===== src/rtl/state_unpack_unit.sv =====
// rtl/state_unpack_unit.sv - unpacks a row-ordered AES state into ALU lane operands over one or more beats
module state_unpack_unit #(
  parameter int LANES = 2
) (
  input  logic                  clk,
  input  logic                  rst,
  input  logic                  in_valid,
  output logic                  in_ready,
  input  logic                  MCMode,
  input  logic [31:0]           row0,
  input  logic [31:0]           row1,
  input  logic [31:0]           row2,
  input  logic [31:0]           row3,
  output logic                  out_valid,
  input  logic                  out_ready,
  output logic [LANES*32-1:0]   alu_operands,
  output logic [1:0]            beat_idx,
  output logic                  last_beat
);

  localparam int BEATS = 4 / LANES;
  localparam logic [1:0] LAST_IDX = 2'(BEATS - 1);

  typedef enum logic {
    IDLE,
    SEND
  } state_e;

  state_e          state_q, state_d;
  logic [3:0][31:0] rows_q, rows_d;
  logic            mc_q, mc_d;
  logic [1:0]      beat_q, beat_d;
  logic            last_w;
  logic            accept_w;
  logic [LANES*32-1:0] lanes_w;

  // State, captured rows/mode and beat counter; everything on the output side comes from here
  always_ff @(posedge clk or posedge rst) begin
    if (rst) begin
      state_q <= IDLE;
      rows_q  <= '0;
      mc_q    <= 1'b0;
      beat_q  <= 2'd0;
    end else begin
      state_q <= state_d;
      rows_q  <= rows_d;
      mc_q    <= mc_d;
      beat_q  <= beat_d;
    end
  end

  // Handshake and next-state: capture in IDLE or on the final accepted beat, else step the beat
  always_comb begin
    state_d  = state_q;
    rows_d   = rows_q;
    mc_d     = mc_q;
    beat_d   = beat_q;
    last_w   = (state_q == SEND) && (beat_q == LAST_IDX);
    // rst gates in_ready so upstream never sees a handshake while the unit is held in reset
    in_ready = !rst && ((state_q == IDLE) || (last_w && out_ready));
    accept_w = in_valid && in_ready;
    case (state_q)
      IDLE: begin
        if (accept_w) begin
          rows_d  = {row3, row2, row1, row0};
          mc_d    = MCMode;
          beat_d  = 2'd0;
          state_d = SEND;
        end
      end
      SEND: begin
        if (out_ready) begin
          if (last_w) begin
            beat_d = 2'd0;
            if (accept_w) begin
              rows_d  = {row3, row2, row1, row0};
              mc_d    = MCMode;
              state_d = SEND;
            end else begin
              state_d = IDLE;
            end
          end else begin
            beat_d = beat_q + 2'd1;
          end
        end
      end
      default: state_d = IDLE;
    endcase
  end

  // Lane routing: lane k of beat b takes column (or row) n = b*LANES + k of the captured state
  always_comb begin
    lanes_w = '0;
    for (int k = 0; k < LANES; k++) begin
      logic [1:0] n;
      n = 2'((int'(beat_q) * LANES + k) % 4);
      if (mc_q) begin
        lanes_w[32*k +: 32] = {rows_q[0][8*(3-int'(n)) +: 8],
                               rows_q[1][8*(3-int'(n)) +: 8],
                               rows_q[2][8*(3-int'(n)) +: 8],
                               rows_q[3][8*(3-int'(n)) +: 8]};
      end else begin
        lanes_w[32*k +: 32] = rows_q[n];
      end
    end
  end

  // Operands are only presented while a state is in flight; idle output is forced to zero
  always_comb begin
    out_valid    = (state_q == SEND);
    alu_operands = (state_q == SEND) ? lanes_w : '0;
    beat_idx     = beat_q;
    last_beat    = last_w;
  end

endmodule


===== config.mk =====
export PLATFORM = sky130hd
export DESIGN_NAME = state_unpack_unit
export DESIGN_NICKNAME = d
export VERILOG_FILES = /design/src/rtl/state_unpack_unit.sv
export SDC_FILE = /design/constraint.sdc
export NUM_CORES = 1
export LEC_CHECK = 0
export CORE_UTILIZATION = 48
export CTS_CLUSTER_DIAMETER = 30
export DETAILED_ROUTE_END_ITERATION = 10
export MAX_ROUTING_LAYER = met4
export PLACE_DENSITY = 0.81
export SYNTH_ARGS = -nofsm -noshare
export SYNTH_HDL_FRONTEND = slang
export SYNTH_SLANG_ARGS = --single-unit

===== constraint.sdc =====
create_clock -name clk -period 14.85 [get_ports clk]
set_input_delay 3.7125 -clock clk [delete_from_list [all_inputs] [get_ports clk]]
set_output_delay 3.7125 -clock clk [all_outputs]
set_load 0.05 [all_outputs]

Word-level counts from Yosys, hierarchy flattened --
Index checks and enable logic that the tools add are counted.
Storage, ports and cells: logic and storage cells 57, register bits after elaboration 132, output and inout bits 69, input bits 133
Operators by class: shift-type cells 8, $add $sub $neg 4, equality and inequality tests 4, muxes and demuxes 23, $lt $le $gt $ge 2, bitwise logic cells 1, reductions and logical operators 8
Operator list (count):
- $mux 128 | 3
- $pmux 128 s2 | 1
- $shiftx 32x6->8 | 8
- $mux 32 | 5
- $bmux 32 s2 | 1
- $mux 64 | 1
- $lt 2x3->1 const B | 2
- $mux 1 | 6
- $mux 2 | 3
- $ne 2x2->1 const B | 3
- $sub 2x2->3 const A | 2
- $add 2x1->2 const B | 2
- $logic_and 1x1->1 | 4
- $pmux 1 s2 | 2
- $pmux 2 s2 | 1
- $reduce_and 2->1 | 2
- $eq 2x1->1 const B | 1
- $logic_not 1->1 | 1
- $logic_or 1x1->1 | 1
- $not 1->1 | 1

Logic depth before layout (Yosys ltp) --
depth in word-level cells 10, gate-level depth with buffers 7, depth with buffers taken out 3

Least setup slack after synthesis --
No wires, ideal clock.
path kind input -> output, start input port out_ready, end output port in_ready, arrival 4.637 ns, data required time 11.137 ns, cell stages on the path 3, buffers on the path 0, path slack 6.500 ns, cell sequence nand3b_1 -> and2_1 -> nor2_1
On the way: word-level cells in the longest chain between the ends 3
Ends and longest elaborated chain:
- start: declaration | RTL line 15 | input logic out_ready,
- $logic_and 1x1->1 | RTL line 60 | in_ready = !rst && ((state_q == IDLE) || (last_w && out_ready));
- $logic_or 1x1->1 | RTL line 60
- $logic_and 1x1->1 | RTL line 60
- end: declaration | RTL line 8 | output logic in_ready,
Every way passes these cells.

Final worst setup path --
Ends and elaborated chain as after synthesis.

==> metrics <==
status=finished clean; diodes inserted=0; Post-DRT Antenna Nets=0; critical path cell sequence=clkdlybuf4s50_1 -> nand3b_1 -> and2_1 -> nor2_1 -> clkdlybuf4s50_1; vias in the first global route=5000; final worst-path cycle share=0.620; cts hold-fix bufs=0; CTS-repair resized insts=0; die width=between 100 and 150 um; pwr dens=between 200 and 300 nW/um2; Final Hold Fails=0; setup_tns=0 ns; core area=13900 um2; final setup vio count=0; Peak VDD IR=about 160 uV; Worst Slack Setup Final=around 5.6 ns; Starting Density=0.494; P&R area growth vs syn=36.2%; Post CTS Setup Buffer Count=0; Post-synth EDFFs=0; Remaining DRCs=0; Overall Global Routing Usage=0.235; Ys Warns=0; Final nets=roughly 810; Buf+Inv Stages, Crit Path=2; WP data arrival=5.50 ns; post-DR vias/cell=about 5.3; H-tree levels=4; layout cells sized above 1=0.121; largest net degree at the start of global routing=72; row cnt=between 40 and 50; CTS Buffer Depth=2; WP data required=around 11 ns; crit path capture type=output port; Worst-path clk slew=around 0.050 ns; Die Area=14800 um2; LEAKAGE=approximately 3.9 nW; first-pass GRT wire length=between 20000 and 30000 um; Worst-Skew Late Latency=around 0.42 ns; synthesized cell area=6880 um2; most frequent cells in the layout=clkdlybuf4s50_1, dfrtp_1, mux2_1; initial drt markers=270; Worst path slowest cell=clkdlybuf4s50_1; Largest delay share family, worst path=buffers and inverters; RSZ-0062 raised after global routing=no; Fin Hold WS=between 0.4 and 0.5 ns; sequential fraction of the synthesis area=0.480; Routed WL=between 15000 and 20000 um; Worst Setup Start Kind=input port; port bufs=between 200 and 250; initial antenna violation count=0; Final Slew Violations=0; clock root buffer=clkbuf_16; Distinct cells, synth=25; hold crit path type=flip-flop to flip-flop; Achievable Freq=109 MHz; HPWL after detailed placement=approximately 11000 um; die height=roughly 120 um; Worst path max stage delay=~0.8 ns; Slew @ Worst Pin=between 1 and 1.5 ns; CTS sink cnt=~130; DR WL/cell=18.5 um; commonest non-fill, non-tap cell in the layout=clkdlybuf4s50_1; syn_area_per_cell=14.0 um2; drt pass-1 iters=6; crit-path most repeated cell=clkdlybuf4s50_1; Final Skew=between 0.007 and 0.008 ns; fin area=between 9000 and 10000 um2; pre-CTS setup slack=around 5.6 ns; GPL Wtd Cong=about 0.81; worst relative slew slack=0.231; critical path class=input port to output port; # fillers=just over 1000; clock buffer count from CTS=17; Post-DP Area=8850 um2; TritonCTS clock tree=done; Max-Cap Viols=0; GRT overflow=0; Main synth FF type=dfrtp_1; Tmin final=9.21 ns; Cells after Synth=490; ys async rst share=1.00; synthesis-stage register bit count=~130; I/O pins=~200; Worst Path Max Fanout=3; syn_nets=between 600 and 700; Via Count=between 4000 and 5000
-- per-stage QoR --
stage / power [mW] / utilization / cells
floorplan: 1.74 / - / 490
global placement: 2.12 / 0.635 / 837
detailed placement: 2.15 / 0.635 / 837
CTS: 2.54 / 0.673 / 868
global route: 2.65 / 0.673 / 868
finish: 2.51 / 0.673 / 868
-- worst register-to-register path: stages, from the launching register on --
cell	delay [ns]
dfrtp_4	0.74
buf_4	0.63
nand3b_1	0.29
a21oi_4	0.18
buf_4	0.61
buf_4	0.89
mux2_2	0.48
-- synth_stat cells, types with 5 or more instances --
cell | n | area, um2
mux2_1 | 110 | 1240
and2_1 | 49 | 307
mux4_2 | 27 | 608
buf_4 | 9 | 67.6
mux2_2 | 19 | 214
o21ai_0 | 16 | 80.1
buf_6 | 16 | 180
dfrtp_1 | 132 | 3300
nand2_1 | 33 | 124
mux4_1 | 5 | 131
o211a_1 | 16 | 160
buf_2 | 5 | 25.0
mux2i_1 | 32 | 320
clkbuf_1 | 8 | 30.0
-- area by class of cell --
cell class	instances	area, um2	share of cell area
clock inverter	5	25.0	0.00267
timing repair buffer	206	2050	0.219
clock buffer	26	499	0.0532
sequential	132	3310	0.353
inverter	1	6.26	0.000667
tap	180	225	0.0240
multi-input combinational	318	3260	0.348
-- report_power, final --
group	leakage (nW)	switching, mW	total, mW	internal (mW)
sequential	1.55	0.178	0.723	0.544
clock	0.264	0.145	0.374	0.229
combinational	2.10	0.788	1.42	0.628
-- metal layers --
layer | track usage | up-vias | wire length (um) | part of all wire
met3 | 0.0524 | 24 | 751 | 0.047
met2 | 0.389 | 124 | 8170 | 0.51
met1 | 0.279 | 2333 | 6760 | 0.42
met5 | - | - | 0 | 0
li1 | - | 2153 | - | -
met4 | 0.0934 | 0 | 350 | 0.022
-- final timing paths --
check	from	endpoint	slack, ns	cells after the start
worst max-delay path	out_ready	in_ready	5.64	5
worst min-delay path	rows_q[52]	rows_q[52]	0.48	1
worst max register to register	beat_idx[0]	rows_q[16]	10.91	6
worst min register to register	rows_q[52]	rows_q[52]	0.48	1
max in group asynchronous	rst	mc_q	9.48	3
min in group asynchronous	rst	rows_q[56]	3.89	2
-- cell families after synthesis --
group,after synthesis,synth area share
mux,193,0.365
flops,132,0.480
simple gates,91,0.0709
buf+inv,40,0.0474
compound gates,34,0.0369
-- registers in the layout (all words and copies together), names as in the netlist --
register   flops
rows_q       128
mc_q           1
beat_idx       2
out_valid      1
(Power assumes the default switching activity.)
==> RTL edit (same flow settings) <==
Register the input `MCMode` before use, with the module's reset. The logic sees it one clock later. The other inputs are not delayed to match.
--- a/src/rtl/state_unpack_unit.sv
+++ b/src/rtl/state_unpack_unit.sv
@@ -26,4 +26,14 @@
     SEND
   } state_e;
+
+  logic MCMode_q;
+
+  always_ff @(posedge clk or posedge rst) begin
+    if (rst) begin
+      MCMode_q <= '0;
+    end else begin
+      MCMode_q <= MCMode;
+    end
+  end
 
   state_e          state_q, state_d;
@@ -64,5 +74,5 @@
         if (accept_w) begin
           rows_d  = {row3, row2, row1, row0};
-          mc_d    = MCMode;
+          mc_d    = MCMode_q;
           beat_d  = 2'd0;
           state_d = SEND;
@@ -75,5 +85,5 @@
             if (accept_w) begin
               rows_d  = {row3, row2, row1, row0};
-              mc_d    = MCMode;
+              mc_d    = MCMode_q;
               state_d = SEND;
             end else begin
Function: changed (Yosys sat finds a counterexample within 4 cycles, from zero or initial values and one cycle with rst high).
==> RTL edit against the unedited design <==
  * Worst setup slack got worse by 0.032 ns
  * Via count increased by 0.78%
  * Wire length down 2.3%
  * Sequential cell count is 1 higher
  * Combinational power is 4% lower
  * Power is 1.4% higher
  * Area after synthesis grew 0.36%
  * Maximum frequency fell by 0.35%
  * Design area up 0.72%
  * Non-clock buffer count shrank 2
  * Critical path type unchanged
  * Critical endpoint unchanged
  * Largest cell class unchanged
==> RTL edit: results (changes against the unedited design) <==
| Metric | Value |
|---|---|
| Placed Area | 0.00886 mm^2 (+0.11%) |
| Clk_skew | 0.0125 ns (+0.00495 ns) |
| Commonest cells post-synth | 133 x dfrtp_1, 110 x mux2_1, 49 x and2_1 |
| R2R Setup Slk | 11.86 ns (+0.95 ns) |
| First-pass GRT wire length | 24800 um (-3.1%) |
| Gr usage total | 0.229 (-0.00693) |
| Average size of a mapped cell | 14.1 um^2 (+0.16%) |
| Slowest cell on crit path | clkdlybuf4s50_1 |
| WP data arrival | 5.53 ns (+0.03 ns) |
| Diodes inserted | 0 (unchanged) |
| Hold Slack | 0.466 ns (-0.0180 ns) |
| Reg2Reg Capture Point | rows_q[12] |
| Metal3 WL | 798 um (+6.3%) |
| WHS Path Cells | 1 (unchanged) |
| Post-route insts no fill | 867 (-0.12%) |
| WHS Endpoint | mc_q |
| Final core occ | 0.678 (+0.00485) |
| Vias in the first global route | 4946 (-1.1%) |
| Post_cts resized | 0 (unchanged) |
| Starting DRT DRC Count | 250 (-7.4%) |
| Worst Tran Pin Value | 1.18 ns (+0.0272 ns) |
| Placed Cells | 836 (-0.12%) |
| DR WL met2 | 8000 um (-2.0%) |
| Fin nets | 808 (-0.12%) |
| Total CTS buffers | 17 (unchanged) |
| RePlAce Congestion | 0.837 (+3.2%) |
| Post-synthesis sequential area ratio | 0.482 (+0.00188) |
| Top_reg_cell synth | dfrtp_1 |
| DR WL/cell | 18.1 um (-2.2%) |
| Hold path start | MCMode_q |
| Top Metal Used | met4 |
| M1 WL | 6600 um (-2.3%) |
| Slowest stage delay, CP | 0.81 ns |
| Fillers | 1036 (+0.58%) |
| Maximum VDD drop | 0.227 mV (+46%) |
| R2r worst-path depth | 4 (-2) |
| HPWL after DPL | 10400 um (-3.3%) |
| Postcts setup bufs | 0 (unchanged) |
| Largest net degree at the start of global routing | 103 (+43%) |
| Mapped Nets | 624 (+0.16%) |
| Vias/cell | 5.39 (+0.89%) |
| Synth top area cells | dfrtp_1 48%, mux2_1 18%, mux4_2 8.8% |
| Run status | finished clean |
| Dpl ws | 5.63 ns (-0.0183 ns) |
| Post-synthesis async set-or-reset flop share | 1.00 (unchanged) |
| Lkg Pwr | 3.94 nW (+0.51%) |
| Share of cells above drive strength 1 | 0.116 (-0.00419) |
-- RTL edit: worst max-delay path by stage --
| stage | from | to | slack, ns | cells past startpoint |
|---|---|---|---|---|
| 6_report | out_ready | in_ready | 5.61 | 5 |
| 5_1_grt | out_ready | in_ready | 5.52 | 5 |
| 4_1_cts | out_ready | in_ready | 5.62 | 5 |
| 3_5_place_dp | out_ready | in_ready | 5.63 | 5 |
| 3_3_place_gp | out_ready | in_ready | 5.66 | 5 |
| 2_1_floorplan | out_ready | in_ready | 6.50 | 3 |
-- RTL edit: final cells by class --
| type | count | area, um^2 | area share |
|---|---|---|---|
| repair buffers | 204 | 2030 | 0.215 |
| flip-flops and latches | 133 | 3340 | 0.353 |
| clock inverters | 3 | 65.1 | 0.00689 |
| multi-input cells | 318 | 3260 | 0.345 |
| clock buffers | 28 | 517 | 0.0547 |
| well taps | 180 | 225 | 0.0238 |
| inverters | 1 | 6.26 | 0.000662 |
-- RTL edit: layer usage --
metal | vias up | GRT usage
li1 | 2148 | -
met1 | 2383 | 0.278
met2 | 122 | 0.367
met3 | 17 | 0.0613
met4 | 0 | 0.0787
met5 | - | -
-- RTL edit: logic make-up (layout without fill, tap and decap cells) --
logic type | Yosys count | after routing | share of synthesized area
buffers and inverters | 40 | 236 | 0.0473
multiplexers | 193 | 193 | 0.364
AND/OR/NAND/NOR | 91 | 91 | 0.0706
AO/OA/AOI/OAI | 34 | 34 | 0.0368
flip-flops | 133 | 133 | 0.482
-- RTL edit: worst reg2reg max path: cells and delay by family, from the launching register on --
family,cells,cell delay [ns]
compound gates,1,0.23
buf+inv,1,0.66
flops,1,1.18
mux,1,0.49
simple gates,1,0.32
-- RTL edit: power breakdown --
group / internal (W) / switching [W]
clock network: 0.000268 / 0.000143
registers: 0.000546 / 0.000228
logic: 0.000628 / 0.000734
